### config.mk
export PLATFORM = sky130hd
export DESIGN_NAME = square_wave_generator
export DESIGN_NICKNAME = d
export VERILOG_FILES = /design/src/rtl/square_wave_generator.sv
export SDC_FILE = /design/constraint.sdc
export NUM_CORES = 1
export LEC_CHECK = 0
export ABC_AREA = 1
export BUFFER_PORTS_ARGS = -buffer_cell sky130_fd_sc_hd__buf_2
export CAP_MARGIN = 10
export CORE_MARGIN = 4
export CORE_UTILIZATION = 55
export CTS_CLUSTER_DIAMETER = 100
export CTS_CLUSTER_SIZE = 25
export DETAILED_ROUTE_END_ITERATION = 16
export GPL_TIMING_DRIVEN = 0
export PLACE_DENSITY_LB_ADDON = 0.15
export SLEW_MARGIN = 15
export SYNTH_ARGS = -nofsm -noshare
export SYNTH_HDL_FRONTEND = slang
export SYNTH_SLANG_ARGS = --single-unit
### constraint.sdc
create_clock -name clk -period 2.5 [get_ports clk]
set_input_delay 0.25 -clock clk [delete_from_list [all_inputs] [get_ports clk]]
set_output_delay 0.25 -clock clk [all_outputs]
set_load 0.1 [all_outputs]
### src/rtl/square_wave_generator.sv
// square_wave_generator
//   Turns an 8-bit half-period (in 48 kHz sample ticks) into a signed 16-bit
//   square-wave PCM stream, one sample per sample_tick. Period changes (note
//   change or key release) are only taken at half-cycle boundaries, so no
//   half-cycle is ever truncated.
//
//   Optional feature: define SQW_RAMP_EN for a linear attack/release envelope
//   (anti-click). Without it the level is a constant +/-AMPLITUDE.
//
// Ports
//   clk          in   system clock (I2S bit clock domain)
//   rst          in   asynchronous reset, active low
//   sample_tick  in   one-clk 48 kHz strobe
//   halfPeriod   in   [7:0] half-period in ticks, 0 = no key held
//   sample       out  [15:0] signed PCM sample, held between updates
//   sample_valid out  one-clk pulse, sample updated this cycle
//   active       out  1 while not IDLE
module square_wave_generator #(
  parameter logic signed [15:0] AMPLITUDE = 16'sd8192,
  parameter logic        [15:0] RAMP_STEP = 16'd256
) (
  input  logic               clk,
  input  logic               rst,
  input  logic               sample_tick,
  input  logic [7:0]         halfPeriod,
  output logic signed [15:0] sample,
  output logic               sample_valid,
  output logic               active
);

  localparam logic [1:0] IDLE    = 2'd0;
  localparam logic [1:0] RUN     = 2'd1;
  localparam logic [1:0] RELEASE = 2'd2;

  logic [1:0] state;
  logic [7:0] cnt;
  logic [7:0] hp_lat;
  logic       phase;

  // An IDLE tick with a key held is processed as the first RUN tick, so the
  // counters are viewed through these "effective" values.
  logic       starting;
  logic [7:0] eff_hp;
  logic [7:0] eff_cnt;
  logic       eff_phase;
  logic       boundary;
  logic signed [15:0] level;

  always_comb begin
    starting  = (state == IDLE);
    eff_hp    = starting ? halfPeriod : hp_lat;
    eff_cnt   = starting ? 8'd0 : cnt;
    eff_phase = starting ? 1'b1 : phase;
    boundary  = (eff_cnt == eff_hp - 8'd1);
  end

`ifdef SQW_RAMP_EN
  logic [15:0] env;
  logic [16:0] env_sum;
  logic [15:0] env_up;
  logic [15:0] env_dn;

  always_comb begin
    level   = env;
    env_sum = {1'b0, env} + {1'b0, RAMP_STEP};
    env_up  = (env_sum > {1'b0, AMPLITUDE}) ? AMPLITUDE : env_sum[15:0];
    env_dn  = (env > RAMP_STEP) ? (env - RAMP_STEP) : 16'd0;
  end
`else
  logic unused_ramp_step;
  assign unused_ramp_step = ^RAMP_STEP;
  assign level = AMPLITUDE;
`endif

  always_ff @(posedge clk or negedge rst) begin
    if (!rst) begin
      state        <= IDLE;
      cnt          <= 8'd0;
      phase        <= 1'b1;
      hp_lat       <= 8'd0;
      sample       <= '0;
      sample_valid <= 1'b0;
`ifdef SQW_RAMP_EN
      env          <= 16'd0;
`endif
    end else begin
      sample_valid <= sample_tick;
      if (sample_tick) begin
        if (starting && halfPeriod == 8'd0) begin
          sample <= '0;
        end else begin
          sample <= eff_phase ? level : -level;
          if (boundary) begin
            cnt   <= 8'd0;
            phase <= ~eff_phase;
            if (halfPeriod != 8'd0) begin
              hp_lat <= halfPeriod;
              state  <= RUN;
            end else begin
`ifdef SQW_RAMP_EN
              // Keep the last nonzero half-period so RELEASE keeps toggling.
              state  <= RELEASE;
`else
              hp_lat <= 8'd0;
              state  <= IDLE;
`endif
            end
          end else begin
            cnt    <= eff_cnt + 8'd1;
            phase  <= eff_phase;
            hp_lat <= eff_hp;
            if (starting) state <= RUN;
          end
`ifdef SQW_RAMP_EN
          if (state == RELEASE) begin
            env <= env_dn;
            // A new key at the boundary wins over the decay finishing.
            if (!(boundary && halfPeriod != 8'd0) && env_dn == 16'd0)
              state <= IDLE;
          end else begin
            env <= env_up;
          end
`endif
        end
      end
    end
  end

  assign active = (state != IDLE);

endmodule
== After elaboration in Yosys (flattened, before gate mapping) ==
Index checks and enable logic that the tools add are counted.

* Flip-flop bits (word level): 36
* Output and inout port bits: 18
* Logic and storage cells: 31
* Input port bits: 11

* $add $sub $neg: 2
* Multiplexer cells: 12
* Reduce and logical (&&, ||, !) cells: 8
* Eq/ne operators: 1
* Bitwise logic cells: 2

{| class="wikitable"
|+ Operator list
! kind !! number
|-
| 2-to-1 mux 8 bit || 5
|-
| 2-to-1 mux 16 bit || 2
|-
| adder 8 x 1 -> 8 bit, second input constant || 1
|-
| == test 8 bit || 1
|-
| zero test 8 bit || 1
|-
| nonzero test 8 bit || 1
|-
| subtractor 8 x 1 -> 8 bit, second input constant || 1
|-
| 2-to-1 mux 2 bit || 2
|-
| nonzero test 2 bit || 2
|-
| 2-to-1 mux 1 bit || 3
|-
| AND reduction 3 bit || 1
|-
| zero test 2 bit || 1
|-
| inverter 1 bit || 2
|-
| AND reduction 2 bit || 1
|-
| logical AND 1 bit || 1
|}

== Logic depth before layout (Yosys ltp) ==
Gate-level depths: netlist (run 1).

* Word-level depth: 6
* Mapped depth: 17

== Least setup slack after synthesis (run 1) ==
OpenSTA, ideal clock, no wires.

* Path kind: register to register
* Start: register state[0]
* End: register cnt[3]
* Arrival: 2.546 ns
* Period minus slack after synthesis: 2.668 ns
* Slack: -0.168 ns
* Stages on the path, launching flop included: 16
* Setup time: 0.122 ns
* Data required time: 2.378 ns
* Path through: dfrtp_1 > buf_6 > inv_8 > nand2_1 > nand2_2 > ha_1 > nand3_1 > o21ai_0 > nor2_1 > nand2_1 > nor2_2 > nand2_1 > nor2_1 > nand3_4 > nand3_1 > o21ai_1

* Longest elaborated chain between the ends: 5
* Elaborated cells between the ends (all ways): 10

{| class="wikitable"
|+ Ends and longest elaborated chain
! item !! RTL line !! source
|-
| start: declaration || 35 || <nowiki>logic [1:0] state;</nowiki>
|-
| start signal: assignment || 77 || <nowiki>state <= IDLE;</nowiki>
|-
| start signal: assignment || 98 || <nowiki>state <= RUN;</nowiki>
|-
| start signal: assignment || 105 || <nowiki>state <= IDLE;</nowiki>
|-
| zero test 2 bit (*) || 50 || <nowiki>starting = (state == IDLE);</nowiki>
|-
| 2-to-1 mux 8 bit || 51 || <nowiki>eff_hp = starting ? halfPeriod : hp_lat;</nowiki>
|-
| subtractor 8 x 1 -> 8 bit || 54 || <nowiki>boundary = (eff_cnt == eff_hp - 8'd1);</nowiki>
|-
| == test 8 bit || 54 ||
|-
| 2-to-1 mux 8 bit || 93 || <nowiki>if (boundary) begin</nowiki>
|-
| end signal: assignment || 109 || <nowiki>cnt <= eff_cnt + 8'd1;</nowiki>
|-
| end: declaration || 36 || <nowiki>logic [7:0] cnt;</nowiki>
|}

Every way passes the cells marked *; elsewhere a longest branch is shown, timed or not.
A chain may end at the register's enable or synchronous reset.

== Worst setup path after layout (run 1) ==
* Start: register state[0]
* End: register hp_lat[7]

* Longest elaborated chain between the ends: 5
* Elaborated cells between the ends (all ways): 9

{| class="wikitable"
|+ Ends and longest elaborated chain
! item !! RTL line !! source
|-
| zero test 2 bit (*) || 50 ||
|-
| 2-to-1 mux 8 bit || 51 ||
|-
| subtractor 8 x 1 -> 8 bit || 54 ||
|-
| == test 8 bit || 54 ||
|-
| 2-to-1 mux 8 bit || 93 ||
|-
| end signal: assignment || 97 || <nowiki>hp_lat <= halfPeriod;</nowiki>
|-
| end signal: assignment || 111 || <nowiki>hp_lat <= eff_hp;</nowiki>
|-
| end: declaration || 37 || <nowiki>logic [7:0] hp_lat;</nowiki>
|}

Marked as above.

==> results of run 1 <==
## layout by cell type (no fill, tap or decap), drive strengths merged
master	synthesis	layout
o22ai	1	1
xor2	2	2
conb	1	13
inv	37	37
nand3	46	47
dfrtp	20	20
clkinv	0	1
dlygate4sd3	0	1
dfstp	1	1
ha	2	2
nand2	135	135
buf	19	34
a31oi	1	1
nor2	24	24
nand4	1	1
and2	1	1
nor3	2	2
nand3b	2	2
clkbuf	2	5
o21ai	6	6
a21oi	2	2
## through the flow
stage                     power, mW  utilization [%]  hold slack (ns)  setup TNS (ns)
final                          1.17             66.1           0.0678               0
after global routing           1.25             66.1           0.0807         -0.0151
after CTS                      1.14             64.5           0.0824               0
after detailed placement      0.960             63.3            0.247               0
after global placement        0.948             63.3            0.248               0
after floorplan               0.870                -          -0.0456               0
## synthesized netlist by cell type, types with 3 or more instances
cell type and count:
sky130_fd_sc_hd__buf_4 14, sky130_fd_sc_hd__dfrtp_1 20, sky130_fd_sc_hd__inv_1 33, sky130_fd_sc_hd__inv_2 3, sky130_fd_sc_hd__nand2_1 116, sky130_fd_sc_hd__nand2_2 15, sky130_fd_sc_hd__nand2_4 4, sky130_fd_sc_hd__nand3_1 44
sky130_fd_sc_hd__nor2_1 15, sky130_fd_sc_hd__nor2_2 4, sky130_fd_sc_hd__nor2_4 4, sky130_fd_sc_hd__o21ai_0 3, sky130_fd_sc_hd__o21ai_1 3
## routing by layer
layer | vias up | track usage (%) | wire [µm]
met5 | - | 0 | 0
met4 | 0 | 5.21 | 80
met3 | 10 | 2.13 | 292
met2 | 69 | 35.7 | 2180
met1 | 900 | 30.0 | 2180
li1 | 989 | - | -
## cell type report
class / instances / area (µm²) / area share [%]
multi-input cells: 239 / 1210 / 53.9
flip-flops and latches: 21 / 528 / 23.5
plain buffers: 21 / 190 / 8.48
inverters: 37 / 146 / 6.53
repair buffers: 16 / 85.1 / 3.79
well taps: 46 / 57.6 / 2.57
clock buffers: 3 / 22.5 / 1.00
clock inverters: 1 / 5.00 / 0.223
## worst paths after layout
kind,from,endpoint,slack (ns),depth (start not counted)
max reg2reg,state[0],hp_lat[7],0.16,14
max,state[0],hp_lat[7],0.16,14
min reg2reg,hp_lat[6],hp_lat[6],0.50,2
max in group asynchronous,rst,cnt[6],1.74,2
min in group asynchronous,rst,sample[14],0.41,2
min,sample_tick,sample_valid,0.07,1
## power by group through the flow
| stage | clock network, mW | registers [mW] | logic (mW) |
|---|---|---|---|
| finish | 0.177 | 0.432 | 0.558 |
| global placement | 0 | 0.435 | 0.513 |
| CTS | 0.176 | 0.432 | 0.529 |
| global route | 0.186 | 0.440 | 0.622 |
| detailed placement | 0 | 0.437 | 0.523 |
| floorplan | 0 | 0.439 | 0.431 |
## flip-flops by register name, summed over array words and instances (netlist names)
name          count
cnt               8
sample            2
phase             1
hp_lat            8
state             1
sample_valid      1
## kinds of logic (layout without fill, tap and decap cells)
kind of cell,count (synthesis),in the layout,share of synthesized area [%]
AND/OR/NAND/NOR,211,212,51.1
buffers and inverters,58,78,17.1
flip-flops,21,21,26.8
AO/OA/AOI/OAI,10,10,2.67
adder cells (fa/ha/maj),2,2,1.27
XOR/XNOR,2,2,0.890
other,1,13,0.191
## timing repair
| item | 4_1_cts | 5_1_grt |
|---|---|---|
| resized for setup | 0 | 11 |
| hold endpoints to repair | 20 | 0 |
| endpoints found under the setup margin | 0 | 15 |
| buffers inserted | 0 | 0 |
| hold buffers | 1 | 0 |
==> results.txt, run 1 <==
The longest clock path from root to sink contains 2 buffers. The number of nets with antenna violations after routing came out at 0. After clock tree synthesis, the clock-pin slew on the worst setup and hold paths is 0.14 ns. Critical path class: register to register.

The area of placed instances came out at 2150 µm². CTS saw 21 sinks. STA puts the critical path data required time at 2.71 ns.

The cell class contributing the biggest share of worst-path delay is simple AND/OR/NAND/NOR gates. Timing analysis after detailed placement gives a worst setup slack of 0.147 ns. The count of buffers from port buffering is 15, and the boundary pin count is 29. The run finished with clean final reports.

sky130_fd_sc_hd__dfrtp_1 takes more of the synthesized area than any other cell. The portion of total power attributed to the clock network is 15.2%. Of the post-synthesis cell area, the dominant cell type holds 25.4%. Internal power comes to 0.614 mW. The total via count in the routed design is 1,968, and the net switching share of the total power is 47.4%. Setup slack closes at 0.159 ns. The tightest min-delay check is of the input port to register type.

The remaining routing DRC violations is 0, and the total global routing track utilization is 21.5%. The endpoint kind of the worst setup timing path was a register. Relative to the synthesized area, the layout overhead comes to 13.9%. IR analysis of the VDD net gives a maximum drop of 0.000357 V. Wires add up to 4740 µm. The slowest stage cell on the critical path was sky130_fd_sc_hd__dfrtp_2. For the portion of the post-synthesis area used by sequential elements, the log shows 26.8%. Counting flops with an async set or reset pin after synthesis yields a share of 100%. The leakage component of the power was 1.34 nW.

The fraction of power consumed by sequential logic was 37.0%. The site row count is 21. TritonCTS built the clock tree. Chip width: 67.8 µm. The first global-routing pass estimated 7510 µm of wire. The number of storage elements in the synthesis netlist came out at 21. The die covers 4600 µm². The number of antenna violations at the first check in global routing was 0. The netlist area before placement was 1970 µm². The count of flip-flops with a built-in enable after synthesis was 0.

The per-cell via count in the routed design was 5.13; the HPWL reported at the end of detailed placement was 3520 µm. In this run the mean area of a mapped cell was 6.45 µm². The final clock skew was 0.0223 ns.

The die boundary height was 67.8 µm; the instance count after placement with tap cells included was 378. The number of buffers created by CTS is 3, and the first-pass iteration count of the detailed router is 7. The most prevalent standard cell on the critical path was sky130_fd_sc_hd__nand3_1. The number of global-route vias before repair is 1,647, and the clock insertion delay at the later pin of the skew report is 0.32 ns.

Entering global routing, the biggest net connects 22 pins. The routed length per instance works out to 12.3 µm. Ranked by total cell area, the synthesized netlist is headed by sky130_fd_sc_hd__dfrtp_1 (25%), sky130_fd_sc_hd__nand2_1 (22%), sky130_fd_sc_hd__nand3_1 (11%). The total overflow left after global routing is 0. The DRC marker count from the first detailed-route iteration was 154; the buffering stage count on the worst path with inverters included was 2. The number of different library cells in the post-synthesis netlist is 33, and the maximum level of the CTS H-tree is 1. The antenna diode count was 0; the largest fanout on the critical path was 8.

The core area is 3390 µm², and the post-route non-filler standard cell count is 384. Power spread over the standard cell area amounts to 521 nW/µm². The tools report the number of fill cells as 325. The final cycle utilization of the critical path came out at 93.6%.

The tools report the number of nets in the layout as 352. After technology mapping, the gate count stands at 305. The maximum frequency from static timing analysis is 0.427 GHz, and the starting density of the core is 58.1%. The logs give 0 for the count of final setup violators and 0 for the hold violation count in the final report. The Yosys step of the flow raised 0 warnings. The post-route netlist has 24.0% of its cells at a drive strength greater than 1. Counting I/O delays and the setup requirement, the final critical path takes 2.34 ns. The final weighted congestion in routability-driven placement is 0.917, and the delay contributed by the slowest stage of the critical path is 0.43 ns. Data arrives at the worst endpoint at 2.55 ns. The worst setup path is launched from a register. The total non-filler cell area in the finished layout was 2240 µm². The max-capacitance violation count was 0; the switching component of the power was 0.554 mW. Commonest register cell after synthesis: sky130_fd_sc_hd__dfrtp_1. Clock tree root buffer cell: sky130_fd_sc_hd__clkbuf_4. The part of the power in combinational logic is 47.8%.

The signal on the critical path passes through buf_6, inv_8, nand2_1, nand2_4, ha_2, nand3_2, nor2_4, nand3_1, nand3_1, nand3_1, nor2_4, nand3_1, nand3_1, nand2_1. Number of max-slew violations in the final report: 0.
No activity file was read; power rests on OpenSTA's default activity.
==> run 2: changes to the inputs <==
--- a/config.mk
+++ b/config.mk
@@ -6,7 +6,7 @@
 export NUM_CORES = 1
 export LEC_CHECK = 0
 export ABC_AREA = 1
-export BUFFER_PORTS_ARGS = -buffer_cell sky130_fd_sc_hd__buf_2
+export BUFFER_PORTS_ARGS = -buffer_cell sky130_fd_sc_hd__clkbuf_2
 export CAP_MARGIN = 10
 export CORE_MARGIN = 4
 export CORE_UTILIZATION = 55
==> results.txt, run 2 (synthesis gave the netlist of run 1 again) <==
Among all stages on the critical path, the largest delay is contributed by sky130_fd_sc_hd__dfrtp_2. The die boundary height is 67.8 µm (unchanged). The class of the tightest hold or removal check is input port to register.

The maximum frequency from static timing analysis is 0.435 GHz (+1.7%), and the largest fanout on the critical path is 8 (unchanged). The site row count was 21 (unchanged). Arrival time of data at the critical path endpoint: 2.52 ns (-0.03 ns). The delay contributed by the slowest stage of the critical path was 0.44 ns (about the same). The cell class contributing the biggest share of worst-path delay is simple AND/OR/NAND/NOR gates. In the layout the commonest cells are sky130_fd_sc_hd__nand2_1 (116), sky130_fd_sc_hd__nand3_1 (43), sky130_fd_sc_hd__inv_1 (33). The leading cell type in the layout, fill and taps excluded is sky130_fd_sc_hd__nand2_1. Number of max-slew violations in the final report: 0 (unchanged). The clock-pin transition on the worst setup and hold timing paths came out at 0.14 ns (about the same).

The run gives 0.33 ns (about the same) as the clock insertion delay at the later pin of the skew report. The routed length per instance is 12.1 µm (-1.8%). The remaining routing DRC violations is 0 (unchanged).

The tree is rooted in a sky130_fd_sc_hd__clkbuf_4. Maximum number of pins on one net before global-route repair: 22 (unchanged). The largest registers in the layout are cnt: 8 flops, hp_lat: 8 flops, sample: 2 flops. The max-capacitance violation count is 0 (unchanged). The chip width was 67.8 µm (unchanged); the worst hold path depth was 1 (unchanged).

Number of buffers created by CTS: 3 (unchanged). The depth of the critical timing path with buffers and inverters included is 14 (unchanged), and the number of clock sinks is 21 (unchanged). The wire length after detailed routing was 4660 µm (-1.5%). The number of nets in the layout is 353 (+0.28%), and the area of placed instances is 2150 µm² (unchanged). Overflow left after global routing: 0 (unchanged). The run gives 3530 µm (+0.30%) as the HPWL reported at the end of detailed placement. For the final weighted congestion in routability-driven placement, the log shows 0.921 (+0.35%).

The core area is 3390 µm² (unchanged). The required time of the critical path was 2.72 ns (about the same); the fraction of final layout cells with drive strength greater than 1 was 24.2% (+0.22 points). The full die area is 4600 µm² (unchanged), and the final cycle utilization of the critical path is 92.1% (-1.6 points). The startpoint identified for the worst register-to-register timing path is state[0].

STA classifies the critical path endpoint as a register. The number of antenna violations at the first check in global routing is 0 (unchanged), and the peak supply drop is 0.000393 V (+10%). The leakage component of the power is 1.33 nW (-0.75%). The sum of negative setup slack was 0 ns (unchanged).

The logs give 0.0128 ns (-0.00951 ns) for the final clock skew and 58.1% (unchanged) for the starting density of the core. The power density normalized to cell area works out to 522 nW/µm² (+0.25%). The count of final setup violators is 0 (unchanged). The total non-filler cell area in the finished layout is 2240 µm² (unchanged). Tracing the worst setup path back leads to its startpoint at state[0].

The logs give 1200 µm² (-0.83%) for the area taken by multi-input logic gates and 0 (unchanged) for the hold violation count in the final report. The run gives 0 (unchanged) as the antenna diode count. The boundary pin count is 29 (unchanged). Setup repair after global routing left no endpoint under its margin. The total area of sequential cells was 528 µm² (unchanged); the DRC marker count from the first detailed-route iteration was 175 (+14%). The number of cells on the worst reg-to-reg path is 14 (unchanged), and the transition time of the tightest slew-check pin is 0.543 ns. Critical path class: register to register. Maximum level of the CTS H-tree: 1 (unchanged). The signal on the critical path passes through buf_6, inv_8, nand2_1, nand2_2, ha_4, nand3_2, nor2_4, nand2_1, nand3_1, inv_1, nor2_2, nand3_4, nand3_1, o21ai_1. The final critical delay including setup and external delays is 2.30 ns (-0.0398 ns), and the number of nets with antenna violations after routing is 0 (unchanged). The total via count in the routed design was 1,909 (-3.0%); the synthesis-to-finish area growth was 13.9% (unchanged).

The buffering stage count on the worst path with inverters included works out to 3 (+1). TritonCTS built the clock tree. The per-cell via count in the routed design was 4.96 (-3.2%); the global-route wire length before repair was 7560 µm (+0.55%). The total global routing track utilization was 22.0% (+0.50 points); the number of fill cells was 313 (-3.7%).

The count of buffers from port buffering came out at 15 (unchanged). The worst hold path startpoint was sample_tick. The worst setup path is launched from a register. The logs give 63.8% for the worst slew margin relative to its limit and 2 (unchanged) for the largest buffer count on any clock path.

For the number of global-route vias before repair, the log shows 1,624 (-1.4%). The tools report the first-pass iteration count of the detailed router as 5 (-2). The flow ran to the end, and the final reports show no timing, DRC or antenna violations.
==> run 2: changes by cell type in the layout (fill, tap and decap cells not counted), sizes merged <==
cell,before,now
clkbuf,5,20
buf,34,20
clkinv,1,0
clkinvlp,0,1
==> run 2: timing repair <==
item / 4_1_cts / 5_1_grt
resized for setup: 0 / 8
hold buffers: 1 / 0
setup buffers: 0 / 1
endpoints found under the setup margin: 0 / 12
hold endpoints to repair: 20 / 0
==> run 2: routing by layer <==
layer	track usage, %	part of all wire [%]
met5	0	0
met4	6.70	1.1
met3	1.81	5.7
met2	35.0	47
met1	31.7	46
==> run 2: final cells by class <==
| class | count | area share [%] |
|---|---|---|
| Inverter | 37 | 6.53 |
| Timing Repair Buffer | 17 | 4.13 |
| Clock buffer | 3 | 1.00 |
| Tap cell | 46 | 2.57 |
| Multi-Input combinational cell | 239 | 53.4 |
| Sequential cell | 21 | 23.5 |
| Buffer | 21 | 8.48 |
| Clock inverter | 1 | 0.335 |
==> run 2: path summary, 6_finish.rpt <==
path / to / slack [ns]
min in group asynchronous: sample_valid / 0.45
max: cnt[3] / 0.20
min: sample_valid / 0.07
min reg2reg: hp_lat[6] / 0.50
max in group asynchronous: state[0] / 1.66
max reg2reg: cnt[3] / 0.20
==> run 2: worst reg2reg max path, delay by kind of cell, from the launching register on <==
family / cells / cell delay (ns)
AOI/OAI and AO/OA: 1 / 0.06
adders and majority gates: 1 / 0.18
buffers and inverters: 3 / 0.30
DFF: 1 / 0.44
and+or+nand+nor: 9 / 1.21
==> run 2: metrics by stage <==
stage	setup slack, ns	power, mW	hold WS (ns)	instances	utilization (%)
2_1_floorplan	0.110	0.870	-0.0456	317	-
3_3_place_gp	0.169	0.948	0.265	378	63.3
3_5_place_dp	0.167	0.963	0.272	378	63.3
4_1_cts	0.132	1.15	0.0580	383	64.5
5_1_grt	0.0267	1.25	0.0619	385	66.1
6_report	0.199	1.17	0.0665	385	66.1
==> run 2: power by group <==
group / switching, mW / total (mW) / internal (mW)
clock: 0.125 / 0.186 / 0.0613
sequential: 0.0419 / 0.432 / 0.390
combinational: 0.390 / 0.553 / 0.163
